**config.mk**
```make
export PLATFORM = sky130hd
export DESIGN_NAME = rr_packet_arbiter
export DESIGN_NICKNAME = d
export VERILOG_FILES = /design/src/rtl/rr_packet_arbiter.sv
export SDC_FILE = /design/constraint.sdc
export NUM_CORES = 1
export LEC_CHECK = 0
export ABC_AREA = 1
export CAP_MARGIN = 20
export CORE_UTILIZATION = 51
export CTS_CLUSTER_SIZE = 8
export DETAILED_ROUTE_END_ITERATION = 10
export PLACE_DENSITY_LB_ADDON = 0.15
export SYNTH_ARGS = -nofsm -noshare
export SYNTH_HDL_FRONTEND = slang
export SYNTH_SLANG_ARGS = --single-unit
```
**constraint.sdc**
```tcl
create_clock -name clk -period 2.6 [get_ports clk]
set_clock_uncertainty 0.1 [all_clocks]
set_input_delay 0.52 -clock clk [delete_from_list [all_inputs] [get_ports clk]]
set_output_delay 0.52 -clock clk [all_outputs]
set_load 0.05 [all_outputs]
```
**src/rtl/rr_packet_arbiter.sv**
```systemverilog
// Packet-locking round-robin arbiter for one router output port with four requesters
// (port 0 = local injection, ports 1-3 = neighbours) and a watchdog that frees a stalled grant.
module rr_packet_arbiter #(
  parameter int TIMEOUT = 64
) (
  input  logic       clk,
  input  logic       reset,
  input  logic [3:0] port_req,
  input  logic [3:0] port_tail,
  input  logic       out_ready,
  output logic [3:0] grant,
  output logic [1:0] mux_select,
  output logic       out_valid,
  output logic [3:0] port_block,
  output logic       timeout_err,
  output logic       dbg_busy,
  output logic [1:0] dbg_ptr,
  output logic [7:0] dbg_wd
);

  // Handshake: a flit moves on a cycle where out_valid and out_ready are both high;
  // a requester holds port_req (and port_tail) stable until that happens.

  typedef enum logic {IDLE = 1'b0, BUSY = 1'b1} state_t;

  localparam logic [7:0] WD_LAST = 8'(TIMEOUT - 1);

  state_t     state_q, state_d;
  logic [1:0] g_q, g_d;
  logic [1:0] ptr_q, ptr_d;
  logic [7:0] wd_q, wd_d;
  logic [3:0] grant_q, grant_d;
  logic       terr_q, terr_d;

  logic       xfer;
  logic [2:0] idle_win;
  logic [2:0] tail_win;

  function automatic logic [3:0] onehot(input logic [1:0] idx);
    return 4'b0001 << idx;
  endfunction

  // Returns {found, index}; offsets are walked high to low so the lowest offset from start wins.
  function automatic logic [2:0] arb(input logic [3:0] req, input logic [1:0] start);
    logic [2:0] r;
    logic [1:0] idx;
    r = 3'b000;
    for (int k = 3; k >= 0; k--) begin
      idx = start + 2'(k);
      if (req[idx]) r = {1'b1, idx};
    end
    return r;
  endfunction

  assign xfer     = (state_q == BUSY) && port_req[g_q] && out_ready;
  assign idle_win = arb(port_req, ptr_q);
  // The finishing port is masked so a competitor can take over with no bubble.
  assign tail_win = arb(port_req & ~onehot(g_q), g_q + 2'd1);

  always_comb begin
    state_d = state_q;
    g_d     = g_q;
    ptr_d   = ptr_q;
    wd_d    = wd_q;
    grant_d = grant_q;
    terr_d  = 1'b0;
    case (state_q)
      IDLE: begin
        if (idle_win[2]) begin
          state_d = BUSY;
          g_d     = idle_win[1:0];
          grant_d = onehot(idle_win[1:0]);
          wd_d    = 8'd0;
        end else begin
          grant_d = 4'b0000;
        end
      end
      BUSY: begin
        if (xfer) begin
          wd_d = 8'd0;
          if (port_tail[g_q]) begin
            ptr_d = g_q + 2'd1;
            if (tail_win[2]) begin
              g_d     = tail_win[1:0];
              grant_d = onehot(tail_win[1:0]);
            end else begin
              state_d = IDLE;
              grant_d = 4'b0000;
            end
          end
        end else if (wd_q == WD_LAST) begin
          state_d = IDLE;
          grant_d = 4'b0000;
          ptr_d   = g_q + 2'd1;
          wd_d    = 8'd0;
          terr_d  = 1'b1;
        end else begin
          wd_d = wd_q + 8'd1;
        end
      end
      default: begin
        state_d = IDLE;
        grant_d = 4'b0000;
      end
    endcase
  end

  always_ff @(posedge clk) begin
    if (reset) begin
      state_q <= IDLE;
      g_q     <= 2'd0;
      ptr_q   <= 2'd0;
      wd_q    <= 8'd0;
      grant_q <= 4'b0000;
      terr_q  <= 1'b0;
    end else begin
      state_q <= state_d;
      g_q     <= g_d;
      ptr_q   <= ptr_d;
      wd_q    <= wd_d;
      grant_q <= grant_d;
      terr_q  <= terr_d;
    end
  end

  assign grant       = grant_q;
  assign mux_select  = g_q;
  assign timeout_err = terr_q;
  assign out_valid   = (state_q == BUSY) && port_req[g_q];
  assign port_block  = port_req & ~(grant_q & {4{out_ready}});

  assign dbg_busy = (state_q == BUSY);
  assign dbg_ptr  = ptr_q;
  assign dbg_wd   = wd_q;

endmodule

```
==> flow_metrics.env <==
export IMPL_setup_viol=0
export IMPL_clk_pin_slew_ns=0.11
export IMPL_ant_nets=0
export IMPL_power_density_nw_per_um2=574
export IMPL_syn_instance_count=253
export IMPL_track_usage_pct=24.1
export IMPL_layout_drive_gt1_share_pct=20.0
export IMPL_slowest_delay_ns=0.83
export IMPL_hold_viol=0
export IMPL_clock_sinks=18
export IMPL_antenna_found_initial=0
export IMPL_finalNonFillerCells=321
export IMPL_fp_row_count=19
export IMPL_postCtsHoldBufs=0
export IMPL_num_fill_cells=251
export IMPL_fin_crit_ns=2.40
export IMPL_end_kind="output port"
export IMPL_drc_errors=1
export IMPL_avgViaCountPerCell=5.30
export IMPL_place_area_um2=2010
export IMPL_critPathSlowestCell="clkdlybuf4s50_1"
export IMPL_hpwlAfterDp_um=2970
export IMPL_tightest_slew_ns=0.501
export IMPL_critPathArrivalTime_ns=1.78
export IMPL_critPathMaxFanout=16
export IMPL_ir_worst_vdd_uv=364
export IMPL_reg2regPathDepth=13
export IMPL_syn2layout_area_growth_pct=28.0
export IMPL_cts_resized=0
export IMPL_cpLargestDelayFamily="buffers and inverters"
export IMPL_insertion_delay_ns=0.30
export IMPL_fin_nets=307
export IMPL_cts_setup_buffers=0
export IMPL_die_w_um=57.9
export IMPL_power_leakage_nw=0.918
export IMPL_die_h_um=57.9
export IMPL_p_sw_share_pct=46.6
export IMPL_htree_levels=1
export IMPL_drt_iter0_drc=95
export IMPL_fmax_mhz=417
export IMPL_vias=1700
export IMPL_async_reset_ff_share_pct=0
export IMPL_grt_pass1_vias=1448
export IMPL_synth_seq_cells=18
export IMPL_diodes=0
export IMPL_netSwitchingPower_mw=0.546
export IMPL_fin_crit_sh_pct=92.1
export IMPL_violations="design-rule violations"
export IMPL_start_kind="flip-flop"
export IMPL_final_common_cell="nand2_1"
export IMPL_dp_cells=317
export IMPL_first_pass_iters=7
export IMPL_grt_start_max_net_pins=17
export IMPL_fin_area_um2=2040
export IMPL_p_comb_share_pct=58.0
export IMPL_crit_path_cell_trace="buf_4 > clkdlybuf4s50_1"
export IMPL_final_cell_mix="nand2_1 (67), clkdlybuf4s50_1 (28), nand3_1 (26), inv_1 (23), nor2_1 (22)"
export IMPL_grt_pass1_wl_um=6350
export IMPL_max_cap_violations=0
export IMPL_rrSetupSlack_ns=0.56
export IMPL_path_depth=2
export IMPL_fin_tns_setup_ns=0
export IMPL_synth_cell_types=34
export IMPL_ys_seq_area_share_pct=22.6
export IMPL_hold_end="dbg_wd[7]"
export IMPL_cts_root_buffer="clkbuf_4"
export IMPL_synth_edf_count=0
export IMPL_io_buffers=33
export IMPL_slew_headroom_pct=66.5
export IMPL_hp_class="flip-flop to flip-flop"
export IMPL_routedWlPerCell_um=11.5
export IMPL_intPower_mw=0.626
export IMPL_io_pins=34
export IMPL_overflow=0
export IMPL_coreArea_um2=2850
export IMPL_critPathKind="flip-flop to output port"
export IMPL_worst_slack_ns=0.204
export IMPL_initial_utilization_pct=55.9
export IMPL_netlist_area_um2=1600
export IMPL_hp_start="dbg_wd[7]"
export IMPL_p_clk_share_pct=14.9
export IMPL_cts_tree="done"
export IMPL_power_frac_seq_pct=27.1
export IMPL_wirelength_um=3700
export IMPL_clk_path_buf_depth=2
export IMPL_syn_num_nets=269
export IMPL_yosys_warnings=0
export IMPL_slew_violations=0
export IMPL_rsz0062_at_grt="no"
export IMPL_numCtsBuffers=3
export IMPL_reg2reg_from="mux_select[0]"
export IMPL_cp_data_required_time_ns=1.98
export IMPL_gp_congestion=0.900
export IMPL_dp_slack_ns=0.205
export IMPL_postSynthAreaPerCell_um2=6.31
export IMPL_synth_main_ff_cell="dfxtp_1"
export IMPL_worstPathBufferInverterCount=2
export IMPL_holdPathStages=2
export IMPL_status="finished with violations"
export IMPL_design_die_area_um2=3360
export IMPL_worstReg2RegEnd="grant[1]"
-- synthesized netlist by cell type, types with 5 or more instances --
library cell | n | area share (%)
nand2_1 | 67 | 16
nand3_1 | 26 | 8.2
inv_1 | 23 | 5.4
nor2_1 | 22 | 5.2
a21oi_1 | 19 | 6.0
dfxtp_1 | 18 | 23
nand2_2 | 17 | 6.7
o21ai_0 | 11 | 3.5
inv_2 | 8 | 1.9
ha_1 | 5 | 3.9
-- kinds of logic after synthesis --
| group | count (synthesis) | share of synthesized area (%) |
|---|---|---|
| flops | 18 | 22.6 |
| xor+xnor | 2 | 1.10 |
| buf+inv | 37 | 10.5 |
| simple gates | 151 | 47.1 |
| fa+ha+maj | 5 | 3.92 |
| compound gates | 40 | 14.8 |
-- worst max-delay path by stage --
stage / startpoint / endpoint / slack (ns)
2_1_floorplan: dbg_busy / out_valid / 0.06
3_3_place_gp: port_req[3] / out_valid / 0.22
3_5_place_dp: port_req[3] / out_valid / 0.21
4_1_cts: mux_select[0] / mux_select[0] / 0.20
5_1_grt: port_req[0] / out_valid / 0.14
6_report: mux_select[0] / mux_select[0] / 0.20
-- metrics by stage --
step / util [%] / power [mW] / hold slack, ns
2_1_floorplan: - / 0.832 / 0.489
3_3_place_gp: 70.3 / 0.997 / 0.374
3_5_place_dp: 70.3 / 1.00 / 0.379
4_1_cts: 71.6 / 1.18 / 0.395
5_1_grt: 71.6 / 1.26 / 0.409
6_report: 71.6 / 1.17 / 0.389
-- worst register-to-register path, cell delays in order, from the launching register on --
cell     delay, ns
dfxtp_1       0.39
inv_2         0.13
ha_1          0.40
xnor2_1       0.24
inv_2         0.06
nand2_1       0.08
nand3_2       0.09
nand2_1       0.08
nand2_1       0.06
nand2_1       0.09
nand3_1       0.08
nand3_1       0.09
nand2_1       0.05
inv_1         0.04
-- registers in the layout, summed over array words and instances (netlist names) --
name / count
dbg_busy: 1
dbg_ptr: 2
dbg_wd: 8
grant: 4
mux_select: 2
timeout_err: 1
-- layout make-up --
cell class,count,area (um2),area share [%]
inverters,33,129,6.31
multi-input cells,198,1070,52.3
repair buffers,37,410,20.1
flip-flops and latches,18,360,17.6
well taps,31,38.8,1.90
clock buffers,4,36.3,1.78
-- routing by layer --
metal / vias to the layer above / track usage, % / wire length (um)
met4: 0 / 9.86 / 106
met1: 745 / 32.5 / 1710
met5: - / 0 / 0
met2: 52 / 37.9 / 1670
li1: 893 / - / -
met3: 10 / 4.24 / 204
-- power by group through the flow --
stage                     Clock [mW]  Combinational (mW)  Sequential [mW]
after floorplan                    0               0.428            0.404
after global placement             0               0.673            0.324
after detailed placement           0               0.677            0.323
after CTS                      0.182               0.678            0.317
after global routing           0.192               0.745            0.320
final                          0.175               0.679            0.318
No activity file was read; power rests on OpenSTA's default activity.
